<file path="src/rtl/pcie_switch_pkg.sv">
// Shared definitions for the routing block egress path:
// FSM state encoding, grant encodings and the default data width.
package pcie_switch_pkg;

    localparam int DEF_DATA_W = 8;

    typedef enum logic [1:0] {
        ST_IDLE   = 2'd0,
        ST_SERVE0 = 2'd1,
        ST_SERVE1 = 2'd2
    } state_t;

    localparam logic [1:0] GRANT_NONE = 2'b00;
    localparam logic [1:0] GRANT_F0   = 2'b01;
    localparam logic [1:0] GRANT_F1   = 2'b10;

endpackage

</file>
<file path="src/rtl/egress_rr_select.sv">
// Channel selection for the egress arbiter (combinational).
// Ports: empty0/1, af0/1 (almost-full), last (1=FIFO1 served last)
//        in; sel (0=FIFO0, 1=FIFO1) and sel_valid out.
module egress_rr_select (
    input  logic empty0,
    input  logic empty1,
    input  logic af0,
    input  logic af1,
    input  logic last,
    output logic sel,
    output logic sel_valid
);

    logic c0, c1, u0, u1;

    assign c0 = ~empty0;
    assign c1 = ~empty1;
    assign u0 = c0 & af0;
    assign u1 = c1 & af1;

    always_comb begin
        sel_valid = c0 | c1;
        sel       = 1'b0;
        if (c0 && !c1)
            sel = 1'b0;
        else if (c1 && !c0)
            sel = 1'b1;
        else if (u0 && !u1)
            sel = 1'b0;
        else if (u1 && !u0)
            sel = 1'b1;
        else
            sel = ~last;
    end

endmodule

</file>
<file path="src/rtl/egress_arbiter.sv">
// Weighted round-robin merge of FIFO0/FIFO1 into one egress stream.
// Ports: clk, reset (async, active-low); fifoK_data/empty/almost_full/
// error in; egress_pause in; pop0/pop1 strobes; data_out/valid_out
// (2 cycles after pop); grant one-hot; sticky arb_error.
// Build option ARB_STATS_EN adds per-channel word counters cnt0/cnt1.
module egress_arbiter
    import pcie_switch_pkg::*;
#(
    parameter int DATA_W  = DEF_DATA_W,
    parameter int WEIGHT0 = 4,
    parameter int WEIGHT1 = 4
`ifdef ARB_STATS_EN
   ,parameter int CNT_W   = 16
`endif
) (
    input  logic              clk,
    input  logic              reset,
    input  logic [DATA_W-1:0] fifo0_data,
    input  logic              fifo0_empty,
    input  logic              fifo0_almost_full,
    input  logic              fifo0_error,
    input  logic [DATA_W-1:0] fifo1_data,
    input  logic              fifo1_empty,
    input  logic              fifo1_almost_full,
    input  logic              fifo1_error,
    input  logic              egress_pause,
    output logic              pop0,
    output logic              pop1,
    output logic [DATA_W-1:0] data_out,
    output logic              valid_out,
    output logic [1:0]        grant,
    output logic              arb_error
`ifdef ARB_STATS_EN
   ,output logic [CNT_W-1:0]  cnt0,
    output logic [CNT_W-1:0]  cnt1
`endif
);

    localparam logic [3:0] W0 = 4'(WEIGHT0);
    localparam logic [3:0] W1 = 4'(WEIGHT1);

    state_t     state_q, state_d;
    logic       last_q, last_d;
    logic [3:0] burst_q, burst_d;

    logic       serving0, serving1, pop;
    logic       cur_empty, cur_af, oth_af;
    logic [3:0] weight, burst_inc;
    logic       exit_a, exit_b, exit_c, leave;
    logic       sel_last, sel, sel_valid;

    logic       pop_d1, tag_d1;

    assign serving0  = (state_q == ST_SERVE0);
    assign serving1  = (state_q == ST_SERVE1);
    assign pop       = pop0 | pop1;
    assign cur_empty = serving1 ? fifo1_empty : fifo0_empty;
    assign cur_af    = serving1 ? fifo1_almost_full : fifo0_almost_full;
    assign oth_af    = serving1 ? fifo0_almost_full : fifo1_almost_full;
    assign weight    = serving1 ? W1 : W0;
    assign burst_inc = burst_q + 4'(pop);

    // Nothing leaves a grant while paused; burst_inc!=0 means at least
    // one word of this grant has been (or is being) popped.
    assign exit_a = pop && (burst_inc == weight);
    assign exit_b = cur_empty && !egress_pause;
    assign exit_c = oth_af && !cur_af && (burst_inc != 4'd0)
                    && !egress_pause;
    assign leave  = (serving0 | serving1) & (exit_a | exit_b | exit_c);

    // On exit the channel just served becomes the last-served one.
    assign sel_last = (state_q == ST_IDLE) ? last_q : serving1;

    egress_rr_select u_sel (
        .empty0    (fifo0_empty),
        .empty1    (fifo1_empty),
        .af0       (fifo0_almost_full),
        .af1       (fifo1_almost_full),
        .last      (sel_last),
        .sel       (sel),
        .sel_valid (sel_valid)
    );

    always_ff @(posedge clk or negedge reset) begin
        if (!reset) begin
            state_q <= ST_IDLE;
            last_q  <= 1'b1;
            burst_q <= 4'd0;
        end else begin
            state_q <= state_d;
            last_q  <= last_d;
            burst_q <= burst_d;
        end
    end

    always_comb begin
        state_d = state_q;
        last_d  = last_q;
        burst_d = burst_q;
        unique case (state_q)
            ST_IDLE: begin
                if (!egress_pause && sel_valid) begin
                    state_d = sel ? ST_SERVE1 : ST_SERVE0;
                    burst_d = 4'd0;
                end
            end
            ST_SERVE0, ST_SERVE1: begin
                if (leave) begin
                    last_d  = serving1;
                    burst_d = 4'd0;
                    if (sel_valid)
                        state_d = sel ? ST_SERVE1 : ST_SERVE0;
                    else
                        state_d = ST_IDLE;
                end else begin
                    burst_d = burst_inc;
                end
            end
            default: begin
                state_d = ST_IDLE;
                burst_d = 4'd0;
            end
        endcase
    end

    always_comb begin
        pop0  = serving0 & ~fifo0_empty & ~egress_pause;
        pop1  = serving1 & ~fifo1_empty & ~egress_pause;
        grant = serving0 ? GRANT_F0 :
                serving1 ? GRANT_F1 : GRANT_NONE;
    end

    // Stage 1 marks that FIFO read data arrives this cycle and from
    // which channel; stage 2 registers it onto the egress port.
    always_ff @(posedge clk or negedge reset) begin
        if (!reset) begin
            pop_d1    <= 1'b0;
            tag_d1    <= 1'b0;
            valid_out <= 1'b0;
            data_out  <= '0;
            arb_error <= 1'b0;
        end else begin
            pop_d1    <= pop;
            tag_d1    <= pop1;
            valid_out <= pop_d1;
            if (pop_d1)
                data_out <= tag_d1 ? fifo1_data : fifo0_data;
            if (fifo0_error || fifo1_error)
                arb_error <= 1'b1;
        end
    end

`ifdef ARB_STATS_EN
    logic tag_d2;

    always_ff @(posedge clk or negedge reset) begin
        if (!reset) begin
            tag_d2 <= 1'b0;
            cnt0   <= '0;
            cnt1   <= '0;
        end else begin
            tag_d2 <= tag_d1;
            if (valid_out && !tag_d2 && cnt0 != '1)
                cnt0 <= cnt0 + 1'b1;
            if (valid_out && tag_d2 && cnt1 != '1)
                cnt1 <= cnt1 + 1'b1;
        end
    end
`endif

endmodule
</file>
<file path="config.mk">
export PLATFORM = sky130hd
export DESIGN_NAME = egress_arbiter
export DESIGN_NICKNAME = d
export VERILOG_FILES = /design/src/rtl/pcie_switch_pkg.sv /design/src/rtl/egress_rr_select.sv /design/src/rtl/egress_arbiter.sv
export SDC_FILE = /design/constraint.sdc
export NUM_CORES = 1
export LEC_CHECK = 0
export CELL_PAD_IN_SITES_DETAIL_PLACEMENT = 1
export CELL_PAD_IN_SITES_GLOBAL_PLACEMENT = 2
export CORE_MARGIN = 4
export CORE_UTILIZATION = 24
export CTS_CLUSTER_DIAMETER = 50
export DETAILED_ROUTE_END_ITERATION = 16
export PLACE_DENSITY = 0.79
export SLEW_MARGIN = 15
export SYNTH_ARGS = -nofsm -noshare
export SYNTH_HDL_FRONTEND = slang
export SYNTH_SLANG_ARGS = --single-unit
</file>
<file path="constraint.sdc">
create_clock -name clk -period 2.8 [get_ports clk]
set_clock_uncertainty 0.2 [all_clocks]
set_input_delay 0.7 -clock clk [delete_from_list [all_inputs] [get_ports clk]]
set_output_delay 0.7 -clock clk [all_outputs]
set_load 0.005 [all_outputs]
</file>
==> flow_summary.ini, run 1 <==
[run]
drv_cap = 0

[detailed_routing]
wl_met3_microns = 201
dr.pass1.iters = 4
drc = 0
route.met2.wl_microns = 1680
viasPerCell = 4.49
dr.max_layer_used = met3
drt-wirelength-per-cell_microns = 14.3
num_vias = 1059
wl_microns = 3370
wl_met1_microns = 1490
dr.first_iter.drc_count = 36
ant_nets = 0

[place]
dp_slack_ps = -397
dp_hpwl_microns = 2770
io_buffers = 38
finalWeightedCongestion = 0.790
place_area_sq_um = 1740
dp_cells = 232

[power]
ir_drop_v = 0.000262
p_leak_nw = 0.764
power.total_mw = 1.47
powerDensity_nw_per_um2 = 801

[cts]
postCtsHoldBufs = 0
cts_htree_levels = 1
clkTransAtPathRegs_ps = 70
cts_buffer_depth = 2
insertion_delay_ps = 260
cts_tree = done
cts_buffers = 3
cts_setup_buffers = 0
cts_root_buffer = clkbuf_8
cts_sinks = 19

[logic_synthesis]
synth_top_flop_cell = dfrtp_1
ys_warn_count = 0
synth_xor_area_frac = 0.0284
synthMuxAreaShare = 0.115
synth_top_area_cell = dfrtp_1
ys_ff_latch = 19
netlist_instances = 121
synthAdderAreaFrac = 0.0737
ys_seq_area_frac = 0.401
synthSimpleGateAreaFrac = 0.148
netlist_area_sq_um = 1190
syn_nets = 153
synth_top_family_by_area = compound AO/OA/AOI/OAI gates
synthTopCellsByArea = dfrtp_1 38%, mux2i_1 9.3%, ha_1 7.4%, a21oi_1 5.1%, nor2_1 4.4%
synth_edf_count = 0
synth_most_common_cell = dfrtp_1
avgSynthCellArea_sq_um = 9.82
synth_top_cell_area_share = 0.379
yosysUniqueCellTypes = 38
synth_common_cells = 18 x dfrtp_1, 14 x nor2_1, 12 x a21oi_1
synth-compound-area-share = 0.193
synthArstFlopShare = 1.00

[critical_path]
crit_top_cell = ha_4
endpoint_kind = flip-flop
critical-path-max-stage-delay_ps = 420
required_ps = 2780
worst_setup_path_start_kind = flip-flop
crit_arrival_ps = 2660
critPathMaxFanout = 4
path_class = flip-flop to flip-flop
slowest_stage = dfrtp_1
cp_cell_sequence = inv_1, ha_1, nand2b_4, a21oi_4, ha_4, ha_4, xnor2_1, and3_1, and3_4, a211oi_4, buf_4, mux2i_1

[global_routing]
grt_usage = 0.118
first_global_vias = 1201
grt_pass1_wl_microns = 5810
grt_max_degree = 20
grt.overflow.total = 0
antenna_found_initial = 0

[sta]
hold_viol = 0
fin_crit_sh = 0.959
drv_slew = 0
tightest_slew_ps = 488
slew_headroom = 0.674
fin_ws_ps = 115
setup_viol = 0
fmax_ghz = 0.372
finalCriticalPeriod_ps = 2680
grt_setup_unrepaired = no
hold_slack_ps = 267

[finish]
drive_gt1_frac = 0.201
nets = 202
regArea_sq_um = 477
stdcell_area_sq_um = 1840
area_delta_synth_final_pct = 54.5
fill_cells = 556
instances_no_fill = 236
multi_input_area_sq_um = 743
antenna_cells = 0

[floorplanning]
rows = 25
initial_core_util = 0.250
core_area_sq_um = 4750
fp.dieH_microns = 78.4
die_area_sq_um = 6140
die_w_microns = 78.4
io_pins = 39

[outcome]
status = completed

[hold_path]
hp-class = flip-flop to flip-flop
flip-flops by register name, indices dropped and copies added (netlist names):
signal,cells
data_out,8
burst_q,4
state_q,2
arb_error,1
last_q,1
pop_d1,1
tag_d1,1
valid_out,1
power breakdown:
group	total [mW]	internal [mW]	switching (mW)
Sequential	0.442	0.365	0.0769
Combinational	0.833	0.448	0.385
Clock	0.196	0.0991	0.0972
layer usage:
metal  up-vias  global-route usage
met5         -                   0
li1        516                   -
met3         0              0.0344
met2        38               0.223
met4         0              0.0157
met1       505               0.132
per-stage QoR:
stage,setup TNS [ps],utilization
2_1_floorplan,0,-
3_3_place_gp,-1810,0.366
3_5_place_dp,-2550,0.366
4_1_cts,0,0.385
5_1_grt,0,0.386
6_report,0,0.386
cells by family after synthesis:
family                   count (synthesis)
AND/OR/NAND/NOR                         37
AO/OA/AOI/OAI                           32
flip-flops                              19
multiplexers                            13
buffers and inverters                   10
adder cells (fa/ha/maj)                  7
XOR/XNOR                                 3
cell type report:
| class | instances | share of cell area |
|---|---|---|
| Sequential cell | 19 | 0.260 |
| Tap cell | 67 | 0.0456 |
| Inverter | 3 | 0.00613 |
| Timing Repair Buffer | 51 | 0.259 |
| Clock buffer | 3 | 0.0225 |
| Clock inverter | 1 | 0.00272 |
| Multi-Input combinational cell | 92 | 0.405 |
worst max-delay path: cells and delay by family, from the launching register on:
| kind | cells | cell delay [ps] |
|---|---|---|
| flops | 1 | 420 |
| buf+inv | 2 | 290 |
| fa+ha+maj | 3 | 570 |
| xor+xnor | 1 | 60 |
| simple gates | 3 | 460 |
| mux | 1 | 190 |
| compound gates | 2 | 420 |
cells in the final DEF, fill, tap and decap left out, types with 2 or more instances in the layout:
master / count
nand2b_4: 2
clkbuf_8: 3
a21oi_1: 11
nand2_1: 8
inv_1: 3
nor2_1: 12
clkdlybuf4s50_1: 33
nor2b_1: 3
a22o_1: 2
nand3_1: 3
mux2i_1: 11
ha_4: 2
o21ai_0: 5
dlygate4sd2_1: 4
ha_1: 4
a31oi_1: 2
dfrtp_1: 18
buf_4: 13
what timing repair did:
action,4_1_cts,5_1_grt
setup endpoints to repair,6,1
pin swaps,2,0
gates resized for setup,11,2
path summary, 6_finish.rpt:
path | from | endpoint | slack (ps) | depth (start not counted)
max reg2reg | state_q[1] | state_q[1] | 120 | 12
min reg2reg | arb_error | arb_error | 270 | 1
min in group asynchronous | reset | burst_q[1] | 570 | 2
max in group asynchronous | reset | last_q | 1570 | 2
min | arb_error | arb_error | 270 | 1
max | state_q[1] | state_q[1] | 120 | 12
No activity file was read; power rests on OpenSTA's default activity.
==> inputs of run 2 (changes only) <==
- SKIP_LAST_GASP: unset -> 1
==> results of run 2 <==
Same layout as run 1: the final DEF is identical, and so are final timing and power.
==> inputs of run 3 (changes only) <==
- CAP_MARGIN: unset -> 20
- SETUP_SLACK_MARGIN: unset -> 0.3
- SKIP_LAST_GASP: 1 -> unset
==> run 3 against run 2 <==
Compared with the run above: global-route usage is essentially flat; die area is the same; first-iteration DRC count decreased by 42%; cell area grew 4.1%; total power rose by 5.8%; fmax increased by 5.3%; combinational power rose by 10%; highest routed layer is now met4; sequential power about the same; worst setup slack gained 130 ps.
==> flow_summary.ini, run 3 (synthesis gave the netlist of run 1 again) <==
[detailed_routing]
wl_microns = 3470
viasPerCell = 4.49
drc = 0
num_vias = 1083
ant_nets = 0
dr.pass1.iters = 2
dr.first_iter.drc_count = 21
drt-wirelength-per-cell_microns = 14.4

[hold_path]
hp-class = flip-flop to flip-flop

[critical_path]
crit_arrival_ps = 2490
worst_setup_path_start_kind = flip-flop
path_class = flip-flop to flip-flop
cp_cell_sequence = buf_4, ha_4, nand2b_4, a21oi_4, ha_4, ha_4, nor2_4, and3_4, and3_4, a211oi_4, mux2_4
critPathMaxFanout = 3
critical-path-max-stage-delay_ps = 400
crit_top_cell = ha_4
slowest_stage = dfrtp_1
endpoint_kind = flip-flop
required_ps = 2740
r2r_slack_ps = 250

[floorplanning]
initial_core_util = 0.250
core_area_sq_um = 4750
die_area_sq_um = 6140
fp.dieH_microns = 78.4
io_pins = 39
die_w_microns = 78.4
rows = 25

[cts]
cts_buffers = 3
postCtsHoldBufs = 0
cts_buffer_depth = 2
cts_sinks = 19
cts_root_buffer = clkbuf_8
clkTransAtPathRegs_ps = 70
insertion_delay_ps = 250
cts_htree_levels = 1
cts_tree = done

[finish]
fill_cells = 551
largest_reg_flops = 8
layout_common_cells = 33 x clkdlybuf4s50_1, 18 x buf_4, 17 x dfrtp_1, 11 x nor2_1, 11 x mux2i_1
biggestRegsByFlops = data_out x8, burst_q x4, state_q x2
area_delta_synth_final_pct = 60.8
antenna_cells = 0
final_common_cell = clkdlybuf4s50_1
drive_gt1_frac = 0.282
regMostFlops = data_out
nets = 207
stdcell_area_sq_um = 1910

[sta]
setup_viol = 0
hold_viol = 0
fin_ws_ps = 249
finalCriticalPeriod_ps = 2550
tightest_slew_ps = 495
fin_crit_sh = 0.911
hold_slack_ps = 283
fmax_ghz = 0.392
slew_headroom = 0.670
drv_slew = 0
grt_setup_unrepaired = yes

[global_routing]
grt_max_degree = 20
grt_pass1_wl_microns = 5810
antenna_found_initial = 0
grt.overflow.total = 0
first_global_vias = 1180
grt_usage = 0.117

[place]
finalWeightedCongestion = 0.751
dp_hpwl_microns = 2710
dp_slack_ps = -399
io_buffers = 38
place_area_sq_um = 1750

[outcome]
status = completed

[power]
p_leak_nw = 0.779
ir_drop_v = 0.000315
powerDensity_nw_per_um2 = 814

[run]
drv_cap = 0
-- run 3: final timing paths --
kind                                 start    endpoint  cells past startpoint
worst max-delay path            state_q[1]  state_q[0]                     11
worst max register to register  state_q[1]  state_q[0]                     11
min in group asynchronous            reset  burst_q[1]                      2
worst min-delay path             arb_error   arb_error                      1
max in group asynchronous            reset      last_q                      2
worst min register to register   arb_error   arb_error                      1
-- run 3: per-layer routing --
metal	part of all wire	wire (microns)	global-route usage
met4	0.0012	4	0.0262
met3	0.069	241	0.0275
met5	0	0	0
met2	0.50	1730	0.219
met1	0.43	1500	0.134
-- run 3: metrics by stage --
| stage | utilization | TNS (ps) | cells | total power, mW |
|---|---|---|---|---|
| final | 0.402 | 0 | 241 | 1.56 |
| after detailed placement | 0.368 | -2520 | 231 | 1.27 |
| after global placement | 0.368 | -1720 | 231 | 1.24 |
| after global routing | 0.402 | 0 | 241 | 1.68 |
| after floorplan | - | 0 | 121 | 0.917 |
| after CTS | 0.398 | 0 | 239 | 1.54 |
-- run 3: final cells by class --
cell class / instances / area [sq um] / area share
Sequential cell: 19 / 478 / 0.250
Timing Repair Buffer: 56 / 502 / 0.262
Inverter: 3 / 11.3 / 0.00589
Multi-Input combinational cell: 92 / 792 / 0.414
Clock buffer: 4 / 45.0 / 0.0236
Tap cell: 67 / 83.8 / 0.0438
-- run 3: repair_timing --
item                                   in CTS  in global routing
setup buffers                               4                  2
pin swaps                                   7                  4
endpoints found under the hold margin       0                  0
cloned                                      0                  0
setup endpoints to repair                   9                  7
resized for setup                          22                  5
-- run 3: report_power, final --
group	switching, mW	total (mW)	internal, mW
clock	0.0912	0.192	0.101
combinational	0.415	0.918	0.504
sequential	0.0790	0.445	0.366
-- run 3: worst max-delay path, delay by kind of cell, from the launching register on --
family	cells	cell delay (ps)
adders and majority gates	3	630
and+or+nand+nor	4	480
DFF	1	400
muxes	1	320
AOI/OAI and AO/OA	2	250
buffers and inverters	1	160
